File: src/rtl/vga_text_pkg.sv
// Shared geometry, palette and pipeline payload types for the text-overlay pixel path.
package vga_text_pkg;

    localparam int unsigned FONT_W  = 8;
    localparam int unsigned FONT_H  = 16;
    localparam int unsigned COL_W   = $clog2(FONT_W);
    localparam int unsigned ROW_W   = $clog2(FONT_H);
    localparam int unsigned PIX_W   = 10;
    localparam int unsigned ROM_AW  = 11;
    localparam int unsigned COLOR_W = 4;
    localparam int unsigned RGB_W   = 12;
    localparam int unsigned FS_W    = 2;

    typedef enum logic [FS_W-1:0] {
        FS_NONE = 2'd0,
        FS_1X   = 2'd1,
        FS_2X   = 2'd2,
        FS_4X   = 2'd3
    } font_size_e;

    // 16-colour palette, {R4,G4,B4}; index 2 is the clock-digit green
    localparam logic [RGB_W-1:0] PALETTE [0:15] = '{
        12'h000, 12'h00A, 12'h0F0, 12'h0AA,
        12'hA00, 12'hA0A, 12'hA50, 12'hAAA,
        12'h555, 12'h55F, 12'h5F5, 12'h5FF,
        12'hF55, 12'hF5F, 12'hFF5, 12'hFFF
    };

    typedef struct packed {
        logic [COL_W-1:0]   col;
        logic [COLOR_W-1:0] color;
        logic               text_en;
        logic               video_on;
        logic               hsync;
        logic               vsync;
    } stage1_t;

    localparam stage1_t STAGE1_RST = '{
        col: '0, color: '0, text_en: 1'b0, video_on: 1'b0, hsync: 1'b1, vsync: 1'b1
    };

endpackage

File: src/rtl/text_pixel_renderer_blink_timer.sv
// Counts vsync falling edges and toggles the text blank phase every BLINK_FRAMES frames.
module blink_timer
    import vga_text_pkg::*;
#(
    parameter int unsigned BLINK_FRAMES = 30
) (
    input  logic clk,
    input  logic reset_n,
    input  logic tick_i,
    input  logic vsync_i,
    input  logic blink_en_i,
    output logic blank_o
);

    localparam int unsigned CNT_W = 8;

    logic             vs_prev_q;
    logic [CNT_W-1:0] cnt_q, cnt_d;
    logic             phase_q, phase_d;
    logic             fall_c;
    logic             wrap_c;

    // The counter runs regardless of blink_en; only the phase is held clear
    always_comb begin
        fall_c  = vs_prev_q & ~vsync_i;
        wrap_c  = (cnt_q == CNT_W'(BLINK_FRAMES - 1));
        cnt_d   = cnt_q;
        phase_d = phase_q;
        if (fall_c) begin
            if (wrap_c) begin
                cnt_d   = '0;
                phase_d = ~phase_q;
            end else begin
                cnt_d = cnt_q + CNT_W'(1);
            end
        end
        if (!blink_en_i) begin
            phase_d = 1'b0;
        end
    end

    always_ff @(posedge clk or negedge reset_n) begin
        if (!reset_n) begin
            vs_prev_q <= 1'b1;
            cnt_q     <= '0;
            phase_q   <= 1'b0;
        end else if (tick_i) begin
            vs_prev_q <= vsync_i;
            cnt_q     <= cnt_d;
            phase_q   <= phase_d;
        end
    end

    assign blank_o = phase_q;

endmodule

File: src/rtl/text_pixel_renderer.sv
// Two-stage pixel pipeline: drives the external font ROM, then colours the pixel from
// the returned row word, keeping hsync/vsync aligned with rgb.
module text_pixel_renderer
    import vga_text_pkg::*;
#(
    parameter logic [RGB_W-1:0] BG_RGB       = 12'h000,
    parameter int unsigned      BLINK_FRAMES = 30
) (
    input  logic                clk,
    input  logic                reset_n,
    input  logic                pixel_tick,
    input  logic                video_on,
    input  logic                hsync_in,
    input  logic                vsync_in,
    input  logic [PIX_W-1:0]    pixelx,
    input  logic [PIX_W-1:0]    pixely,
    input  logic [ROM_AW-1:0]   rom_addr_in,
    input  logic [COLOR_W-1:0]  color_addr,
    input  logic [FS_W-1:0]     font_size,
    input  logic                blink_en,
    output logic [ROM_AW-1:0]   font_rom_addr,
    input  logic [FONT_W-1:0]   font_word,
    output logic [RGB_W-1:0]    rgb,
    output logic                hsync_out,
    output logic                vsync_out
);

    logic [ROW_W-1:0]  row_c;
    logic [COL_W-1:0]  col_c;
    logic              text_en_c;
    logic [ROM_AW-1:0] addr_q, addr_d;
    stage1_t           s1_q, s1_d;
    logic [RGB_W-1:0]  rgb_q, rgb_d;
    logic              hs_q, vs_q;
    logic [COL_W-1:0]  bit_idx_c;
    logic              font_bit_c;
    logic              blank_c;
    logic              unused_bits_c;

    assign unused_bits_c = ^{pixelx[PIX_W-1:5], pixely[PIX_W-1:6], rom_addr_in[ROW_W-1:0]};

    // Glyph row/column selection by scale factor
    always_comb begin
        row_c     = pixely[3:0];
        col_c     = pixelx[2:0];
        text_en_c = 1'b1;
        case (font_size_e'(font_size))
            FS_2X: begin
                row_c = pixely[4:1];
                col_c = pixelx[3:1];
            end
            FS_4X: begin
                row_c = pixely[5:2];
                col_c = pixelx[4:2];
            end
            FS_NONE: text_en_c = 1'b0;
            default: ;
        endcase
    end

    always_comb begin
        addr_d        = {rom_addr_in[ROM_AW-1:ROW_W], row_c};
        s1_d          = STAGE1_RST;
        s1_d.col      = col_c;
        s1_d.color    = color_addr;
        s1_d.text_en  = text_en_c;
        s1_d.video_on = video_on;
        s1_d.hsync    = hsync_in;
        s1_d.vsync    = vsync_in;
    end

    // Stage 2: font_word now belongs to the stage-1 address; bit 7 is the leftmost pixel
    always_comb begin
        bit_idx_c  = COL_W'(FONT_W - 1) - s1_q.col;
        font_bit_c = font_word[bit_idx_c];
        rgb_d      = BG_RGB;
        if (!s1_q.video_on) begin
            rgb_d = '0;
        end else if (s1_q.text_en && font_bit_c && !blank_c) begin
            rgb_d = PALETTE[s1_q.color];
        end
    end

    always_ff @(posedge clk or negedge reset_n) begin
        if (!reset_n) begin
            addr_q <= '0;
            s1_q   <= STAGE1_RST;
            rgb_q  <= '0;
            hs_q   <= 1'b1;
            vs_q   <= 1'b1;
        end else if (pixel_tick) begin
            addr_q <= addr_d;
            s1_q   <= s1_d;
            rgb_q  <= rgb_d;
            hs_q   <= s1_q.hsync;
            vs_q   <= s1_q.vsync;
        end
    end

    blink_timer #(
        .BLINK_FRAMES (BLINK_FRAMES)
    ) u_blink_timer (
        .clk        (clk),
        .reset_n    (reset_n),
        .tick_i     (pixel_tick),
        .vsync_i    (vsync_in),
        .blink_en_i (blink_en),
        .blank_o    (blank_c)
    );

    assign font_rom_addr = addr_q;
    assign rgb           = rgb_q;
    assign hsync_out     = hs_q;
    assign vsync_out     = vs_q;

endmodule

File: config.mk
export PLATFORM = sky130hd
export DESIGN_NAME = text_pixel_renderer
export DESIGN_NICKNAME = d
export VERILOG_FILES = /design/src/rtl/vga_text_pkg.sv /design/src/rtl/text_pixel_renderer_blink_timer.sv /design/src/rtl/text_pixel_renderer.sv
export SDC_FILE = /design/constraint.sdc
export NUM_CORES = 1
export LEC_CHECK = 0
export CAP_MARGIN = 30
export CORE_MARGIN = 1.5
export CORE_UTILIZATION = 43
export DETAILED_ROUTE_END_ITERATION = 10
export PLACE_DENSITY_LB_ADDON = 0.12
export SLEW_MARGIN = 25
export SYNTH_ARGS = -nofsm -noshare
export SYNTH_HDL_FRONTEND = slang
export SYNTH_SLANG_ARGS = --single-unit
File: constraint.sdc
create_clock -name clk -period 2.2 [get_ports clk]
set_clock_uncertainty 0.2 [all_clocks]
set_input_delay 0.22 -clock clk [delete_from_list [all_inputs] [get_ports clk]]
set_output_delay 0.22 -clock clk [all_outputs]
set_load 0.03 [all_outputs]
-- Word-level counts from Yosys, hierarchy flattened
Memories as Yosys holds them, arrays and structs flattened.
Index checks and enable logic that the tools add are counted.
- flip-flop bits (word level): 45
- ROM bits: 192
- input bits: 52
- memories: 1
- memory list (name ; depth ; width ; rd ports ; clocked after memory_dff ; write ports ; line ; RTL):
    (name not given) ; 16 ; 12 ; 1 ; 0 ; 0 ; text_pixel_renderer.sv:80 ; rgb_d = PALETTE[s1_q.color];
- $add $sub $neg: 2
- magnitude comparators: 2
- equality and inequality tests: 5
- mux-type cells: 13
- bitwise gates (word level): 4
- reduce and logical (&&, ||, !) cells: 6
- operators by type and width (operator ; count):
    $mux W12 ; 4
    $add A8 B1 Y8 const B ; 1
    $eq A8 B5 Y1 const B ; 1
    $mux W8 ; 1
    $pmux W4 S2 ; 1
    $pmux W3 S2 ; 1
    $ge A5 B5 Y1 const B ; 1
    $mux W1 ; 5
    $not A4 Y5 ; 1
    $eq A2 B2 Y1 const B ; 2
    $lt A3 B4 Y1 const B ; 1
    $ne A2 B1 Y1 const B ; 2
    $bmux W1 S3 ; 1
    $reduce_and A3 Y1 ; 1
    $sub A3 B3 Y3 const A ; 1
    $logic_and A1 B1 Y1 ; 2
    $logic_not A2 Y1 ; 1
    $not A1 Y1 ; 2
    $reduce_and A2 Y1 ; 1
    $and A1 B1 Y1 ; 1
    $logic_not A1 Y1 ; 1

-- Depth between registers and ports, before layout
Gate-level depths: netlist (run 1).
- depth after elaboration: 7
- mapped depth: 6
- mapped depth without buffers: 6

-- Cells and area by module
A second synthesis (run 1) with hierarchy kept.
- cells, all modules: 160
- area, all modules: 1920.6 um^2
- modules (own cells, without submodules) (module ; instances ; cells an instance ; area each (um^2) ; sequential area each (um^2)):
    text_pixel_renderer ; 1 ; 110 ; 1390.1 ; 730.7
    blink_timer ; 1 ; 50 ; 530.5 ; 251.5

-- Worst setup path after synthesis (run 1)
OpenSTA, ideal clock, no wires.
- path type: register to register
- start point: register s1_q[9] (netlist name)
- end point: register rgb_q[7] (netlist: rgb[7])
- library setup time: 0.068 ns
- data arrival time: 1.350 ns
- required time: 1.932 ns
- setup slack: 0.583 ns
- stages on the path, launching flop included: 6
- cell sequence: dfrtp_1 buf_6 mux2i_1 and3_4 nor4_2 a32o_1
- cells in the longest elaborated chain, start to end: 7
- RTL lines (element ; line ; RTL):
    from (decl) ; text_pixel_renderer.sv:32 ; stage1_t s1_q, s1_d;
    from (signal assigned) ; text_pixel_renderer.sv:87 ; s1_q <= STAGE1_RST;
    from (signal assigned) ; text_pixel_renderer.sv:93 ; s1_q <= s1_d;
    $sub A3 B3 Y3 ; text_pixel_renderer.sv:74 ; bit_idx_c = COL_W'(FONT_W - 1) - s1_q.col;
    $bmux W1 S3 ; text_pixel_renderer.sv:75 ; font_bit_c = font_word[bit_idx_c];
    $mux W1 (not written as such) ; text_pixel_renderer.sv:75 ;
    $logic_and A1 B1 Y1 (2 in a row) ; text_pixel_renderer.sv:79 ; end else if (s1_q.text_en && font_bit_c && !blank_c) begin
    $mux W12 ; text_pixel_renderer.sv:79 ;
    $mux W12 ; text_pixel_renderer.sv:77 ; if (!s1_q.video_on) begin
    to (signal assigned) ; text_pixel_renderer.sv:94 ; rgb_q <= rgb_d;
    to (decl) ; text_pixel_renderer.sv:33 ; logic [RGB_W-1:0] rgb_q, rgb_d;
Every way passes these cells. The select of a mux whose other input is x is not followed.
A chain may end at the register's enable or synchronous reset.

-- Final worst setup path (run 1)
- start point: register hs_q (netlist: hsync_out)
- end point: output hsync_out
- RTL lines (element ; line ; RTL):
    from (decl) ; text_pixel_renderer.sv:34 ; logic hs_q, vs_q;
    from (signal assigned) ; text_pixel_renderer.sv:95 ; hs_q <= s1_q.hsync;
    to (decl) ; text_pixel_renderer.sv:24 ; output logic hsync_out,
No word-level cell between the ends.

==> results of run 1 <==
## per-layer routing
metal  vias to the layer above  wire length [µm]  GRT usage (%)
li1                        669                 -              -
met2                        43              1950           30.6
met4                         0                55           7.25
met5                         -                 0              0
met1                       658              1580           20.5
met3                         5               236           6.49
## registers in the layout, indices dropped and copies added (netlist names)
name and flops:
u_blink_timer.blank_o 1, hsync_out 1, u_blink_timer.vs_prev_q 1, vsync_out 1, u_blink_timer.cnt_q 8, rgb 5, s1_q 10, font_rom_addr 11
## through the flow
| step | total power, mW | utilization (%) |
|---|---|---|
| 5_1_grt | 2.03 | 63.5 |
| 6_report | 1.92 | 63.5 |
| 2_1_floorplan | 1.17 | - |
| 4_1_cts | 1.94 | 63.5 |
| 3_5_place_dp | 1.38 | 60.6 |
| 3_3_place_gp | 1.36 | 60.6 |
## how the worst max path moves through the flow
stage                           from   endpoint  slack [ns]
after floorplan              s1_q[9]     rgb[7]        0.58
after global placement    pixel_tick     rgb[7]        0.06
after detailed placement  pixel_tick     rgb[7]        0.01
after CTS                  hsync_out  hsync_out        0.27
after global routing       hsync_out  hsync_out        0.24
final                      hsync_out  hsync_out        0.29
## cells by family after synthesis
| logic type | Yosys count |
|---|---|
| XOR/XNOR | 7 |
| AND/OR/NAND/NOR | 38 |
| AO/OA/AOI/OAI | 28 |
| adder cells (fa/ha/maj) | 2 |
| multiplexers | 24 |
| buffers and inverters | 18 |
| flip-flops | 38 |
## cell usage after synthesis, drive strengths merged
master	count	share of area, %
nand4	2	0.67
o21a	1	0.41
o21ai	2	0.54
nor4	2	1.8
a21oi	1	0.27
clkinv	1	0.20
and3	3	1.3
o31ai	1	0.41
nor2b	2	0.67
clkbuf	2	0.41
buf	12	4.5
nand2b	1	0.34
mux2i	9	4.9
and3b	1	0.47
nor3	3	0.81
mux2	15	9.1
xnor2	3	1.4
ha	2	1.3
inv	3	0.61
dfrtp	34	46
a32o	1	0.54
o211ai	1	0.41
a2111oi	2	1.1
a21o	8	3.3
xor2	4	1.9
nand4b	2	0.94
a31o	1	0.47
a22o	4	1.9
nand3b	1	1.1
nand3	1	0.27
nor2	14	2.8
dfstp	4	5.7
nand2	6	1.2
a211oi	6	2.4
## power groups by stage
stage	combinational [mW]	sequential (mW)	clock [mW]
6_report	0.490	0.874	0.553
5_1_grt	0.533	0.891	0.606
4_1_cts	0.497	0.875	0.568
3_5_place_dp	0.494	0.888	0
3_3_place_gp	0.481	0.879	0
2_1_floorplan	0.228	0.942	0
## final cells by class
class / instances / area (µm²)
inverter: 4 / 15.0
timing repair buffer: 67 / 658
fill: 325 / 1490
multi-input combinational: 99 / 793
tap: 50 / 62.6
clock buffer: 8 / 110
sequential: 38 / 956
==> out/results.txt, run 1 <==
The logs give 2590 µm² for the cell area after layout and 44.9% for the normalized max-slew margin. The worst hold path terminates at u_blink_timer.cnt_q[7]. The run gives 23 as the count of standard-cell rows. The die is 68.7 µm tall. The path class of the tightest hold or removal check is reg -> reg. Measured along the x axis, the die boundary spans 68.7 µm. In this run the most critical hold path is launched from u_blink_timer.cnt_q[7]. The switching power as a share of total power was 29.3%. Registers are responsible for 45.6% of the overall power.

In this run, placement finished with an instance count of 257. For flop-to-flop paths, the worst setup slack is 0.41 ns. Detailed placement ended at an HPWL of 2880 µm.

The compound-cell area share of the yosys netlist came out at 11.7%. In this design, the largest share of critical-path delay is due to buffers and inverters. The run finished with clean final reports. For this design, the sink count on the clock tree is 38. The number of vias per cell after detailed routing was 5.17; the global routing usage summed across all routing layers was 18.0%. The clock slew seen by the registers of the worst setup and hold paths is 0.07 ns. The final wirelength was 3810 µm. The tools report the buffer type at the clock tree root as sky130_fd_sc_hd__clkbuf_8. The number of instances on the worst hold path is 1, and the total negative slack is 0 ns. The clock network fraction of design power came out at 28.8%. The number of instances resized during post-cts repair was 0; the portion of netlist area occupied by mux cells was 14.0%. The worst-case IR drop observed on VDD is 0.339 mV.

The worst endpoint required time was 1.78 ns; the maximum level of the CTS H-tree was 2. The parity-gate share of the synthesized area counting xor and xnor cells was 3.31%. TritonCTS built the clock tree. In this run the static leakage power is 1.14 nW. The final-report setup violation count is 0, and the number of clock buffers inserted by TritonCTS is 5.

The hold violation total from the final report was 0; the via count was 1375. The startpoint-to-endpoint class of the critical path is reg -> out. The non-filler instance count after layout was 266; the final count of pins violating max slew was 0.

The library cell used most frequently in the layout, excluding fill and tap cells, is sky130_fd_sc_hd__clkdlybuf4s50_1. The logs give 1850 µm² for the area of the mapped netlist and 0.283 ns for the hold slack. After clock tree synthesis, the setup repair step added 0 buffers. The worst setup path is launched from a flip-flop.

The area of the core region is 4090 µm². Traced cell by cell, the critical path runs through clkdlybuf4s50_1. The number of remaining DRC errors was 0. After synthesis, the largest family of logic cells by area is multiplexers. Of the total synthesized cell area, the portion taken by AND, OR, NAND and NOR gates is 12.4%. The net count after synthesis is 209. The routed wire length per instance came out at 14.3 µm. Logic depth of the worst setup path including buffers: 1. The tools report the post-layout net count as 269.

The number of buffer and inverter stages on the critical path was 1; the maximum clock frequency was 523 MHz. For the number of I/O pins, the log shows 77. The number of buffer cells added on primary ports was 63. The post-route fraction of the period consumed by the critical path was 87.0%; the effective utilization at floorplan was 45.4%. STA puts the critical path data arrival time at 1.49 ns. The beginning of the worst register-to-register path is s1_q[9]. The internal power consumption came out at 1.36 mW. The area after detailed placement was 2470 µm²; the number of optimization iterations in the first detailed-route pass was 4. For the final critical-path setup slack, the log shows 0.286 ns. At the placement stage, the worst setup path has a slack of 0.0117 ns. The endpoint of the lowest-slack register-to-register path is rgb[7]. The number of hold buffers added after cts was 1.

The later pin in the worst-skew pair is clocked with a latency of 0.28 ns. The slowest stage of the critical path is the sky130_fd_sc_hd__clkdlybuf4s50_1 cell. The logs give 39 for the largest net degree at the start of global routing and 0 for the remaining antenna violation count after routing. The area enclosed by the die boundary was 4710 µm²; the fraction of final layout cells sized beyond drive strength 1 was 16.7%. From synthesis to final layout, the design area changed by 39.9%. The number of design-rule violations left by the first detailed-router iteration is 60, and the number of antenna cells inserted is 0.

The global-route wire length before repair was 6130 µm. The tool flagged a number of max-cap violations equal to 0. The total net switching power was 0.561 mW. Number of synthesis warnings: 0.

Top fanout value on the critical path: 2. The number of global-route vias before repair was 1380; the final period demand of the worst path was 1.91 ns. Setup repair after global routing left no endpoint under its margin.

The stage delay of the slowest cell on the critical path is 0.68 ns. In this run, distinct cell masters in the synthesized netlist total 40. The total power per unit cell area is 738 nW/µm².

Total overflow reported by the global router: 0. The path depth of the worst reg2reg path works out to 4. The congestion estimate from routability-driven global placement came to 0.896. Averaged over all synthesized cells, the footprint is 12.0 µm².

Counting every instance in the synthesized netlist gives 155. The tools report the kind of end point of the critical path as a primary output. In this run the deepest clock path goes through 2 buffers. Sequential element share of the synthesized area: 51.6%. The synthesized netlist devotes 1.35% of its cell area to adder and majority cells. After synthesis the netlist holds a flip-flop and latch count of 38. For the number of antenna violations at the first check in global routing, the log shows 0.

Leaving out fill and tap cells, the most frequent cells in the layout are 62 x sky130_fd_sc_hd__clkdlybuf4s50_1, 34 x sky130_fd_sc_hd__dfrtp_1, 15 x sky130_fd_sc_hd__mux2_2. Of the total power, combinational logic draws 25.6%. The actual slew at the worst max-slew pin is 0.827 ns.
(Power assumes the default switching activity.)
==> run 2, diff against run 1 <==
CTS_CLUSTER_SIZE = 30   (was default)
==> results of run 2 <==
The final DEF is identical to that of run 1; final timing and power are the same.
==> run 3, diff against run 2 <==
GPL_TIMING_DRIVEN = 0   (was default)
==> out/results.txt, run 3 (synthesis results as in run 1) <==
The run finished with clean final reports. 77 I/O pins were placed. The final count of pins violating max slew is 0, and the insertion delay of the later-clocked pin in the worst-skew pair is 0.30 ns. The number of optimization iterations in the first detailed-route pass is 4, and the number of hold buffers added after cts is 1. The synthesis-to-layout area growth came out at 42.0%. The post-route fraction of the period consumed by the critical path is 87.4%, and the final wirelength is 3980 µm. Data on the critical path arrives at its endpoint at 1.50 ns. The logs give 1.78 ns for the worst endpoint required time and 0 for the remaining antenna violation count after routing.

The number of buffer and inverter stages on the critical path is 1, and the routed wire length per instance is 14.4 µm. The total overflow reported by the global router is 0. The run gives 27 as the largest net degree at the start of global routing.

Of all nets on the critical path, the largest fanout is 2. The worst setup path is launched from a flip-flop. The number of global-route vias before repair was 1406. The beginning of the worst register-to-register path is s1_q[9].

In this run, the number of DRC markers left after iteration 0 of detailed routing was 52. The tools report the detailed-placement wirelength estimate as 3030 µm. By startpoint and endpoint, the worst setup path is classified as reg -> out. Once the floorplan was initialized, standard cells occupied 45.4% of the core. The number of buffer cells added on primary ports was 61; the number of instances resized during post-cts repair was 0. The clock passes through at most 2 buffers. The family of cells with the greatest summed delay on the critical path was buffers and inverters. The routed layout has 1422 vias. The total power per unit cell area came out at 705 nW/µm².

The tightest min-delay check is of the in -> reg type. The tools report the layout filler cell count as 329. Global routing used 19.2% of the available tracks across all layers. From left edge to right edge, the die measures 68.7 µm. For the met1 usage, the log shows 22.7%. VDD sags by at most 0.376 mV. Setup repair after global routing left no endpoint under its margin.

For the pin with the worst max-slew slack, the measured transition is 0.512 ns. In the global route stage, met3 resource usage came out at 7.47%. The busiest layer in global routing is met2. The number of setup buffers added after CTS is 0. Hold violation total from the final report: 0. In the routed design, unresolved DRC markers number 0.

The clock tree synthesis step divided the H-tree into 2 levels. The leakage power total came out at 1.17 nW. TritonCTS built the clock tree. Traced cell by cell, the critical path runs through clkdlybuf4s50_1. The first global-routing pass estimated 6510 µm of wire.

Hold path startpoint: pixel_tick. The final layout contains 279 nets. The number of antenna diodes in the final layout is 0. The tools report the placer congestion estimate as 0.788. For this run, the slowest stage of the critical path takes 0.68 ns. For met2 alone, demand over resource in global routing was 31.6%. In this run the tightest slew margin relative to its limit is 65.9%. The tools report the number of antenna violations at the first check in global routing as 0. In the layout the commonest cells are 60 x sky130_fd_sc_hd__clkdlybuf4s50_1, 34 x sky130_fd_sc_hd__dfrtp_1, 15 x sky130_fd_sc_hd__mux2_2. The tool flagged a number of max-cap violations equal to 0. Clock-pin slew was measured on the worst setup and hold paths at 0.07 ns. Counting the buffers created by CTS gives 5. The area of the core region came out at 4090 µm². After layout, the design draws a total of 1.86 mW. The end-of-flow core utilization was 64.4%; the floorplan die height was 68.7 µm.

STA classifies the critical path endpoint as a primary output. Maximum clock frequency: 520 MHz. The most common cell after layout, fill and taps aside is sky130_fd_sc_hd__clkdlybuf4s50_1. The die covers 4710 µm².

The critical path launch point was hsync_out. For this design, the sink count on the clock tree is 38. Setup violations remaining at the end of the flow were counted as 0. In this run the clock root is driven by a sky130_fd_sc_hd__clkbuf_8. Number of vias per cell after detailed routing: 5.15.

Counting I/O delays and the setup requirement, the final critical path takes 1.92 ns. Fraction of final layout cells sized beyond drive strength 1: 18.6%. The run gives 23 as the count of standard-cell rows. The register with the most flip-flops in the layout has 11 of them. The critical-path cell with the highest stage delay is sky130_fd_sc_hd__clkdlybuf4s50_1.
==> run 3: cell types whose count changed in the layout (fill, tap and decap cells not counted) <==
cell,delta
sky130_fd_sc_hd__buf_4,+4
sky130_fd_sc_hd__clkdlybuf4s50_1,-2
sky130_fd_sc_hd__clkbuf_1,+5
sky130_fd_sc_hd__clkbuf_8,-3
sky130_fd_sc_hd__buf_6,+1
sky130_fd_sc_hd__buf_2,+3
sky130_fd_sc_hd__buf_1,+1
sky130_fd_sc_hd__buf_12,+1
==> run 3: area by class of cell <==
cell class	count	area, µm²	area share, %
Inverter	4	15.0	0.570
Sequential cell	38	956	36.3
Buffer	14	90.1	3.42
Timing Repair Buffer	63	636	24.1
Multi-Input combinational cell	99	793	30.1
Tap cell	50	62.6	2.38
Clock buffer	8	80.1	3.04
==> run 3: metrics by stage <==
step	setup slack [ns]	instances	cell area [µm²]	hold WS, ns	setup TNS, ns
6_report	0.277	276	2630	0.104	0
3_3_place_gp	-0.164	266	2530	0.259	-5.50
3_5_place_dp	0.285	267	2540	-0.0659	0
5_1_grt	0.216	276	2630	0.118	0
2_1_floorplan	0.583	155	1850	-0.276	0
4_1_cts	0.271	276	2630	0.109	0
==> run 3: path summary, 6_finish.rpt <==
path / slack [ns] / end / cells past startpoint
max in group asynchronous: 1.14 / s1_q[1] / 3
hold reg to reg: 0.27 / u_blink_timer.cnt_q[7] / 1
setup reg to reg: 0.44 / rgb[7] / 5
hold / removal: 0.10 / font_rom_addr[4] / 2
setup / recovery: 0.28 / hsync_out / 1
min in group asynchronous: 0.14 / rgb[7] / 2
==> run 3: report_power, final <==
part	switching (mW)	internal (mW)	leakage (nW)
Clock	0.239	0.225	0.0395
Sequential	0.0795	0.792	0.465
Combinational	0.255	0.267	0.664
Total	0.573	1.28	1.17
==> run 3: per-layer routing <==
layer / up-vias / routed length (µm)
li1: 690 / -
met1: 677 / 1730
met2: 49 / 1910
met3: 6 / 274
met4: 0 / 57
met5: - / 0
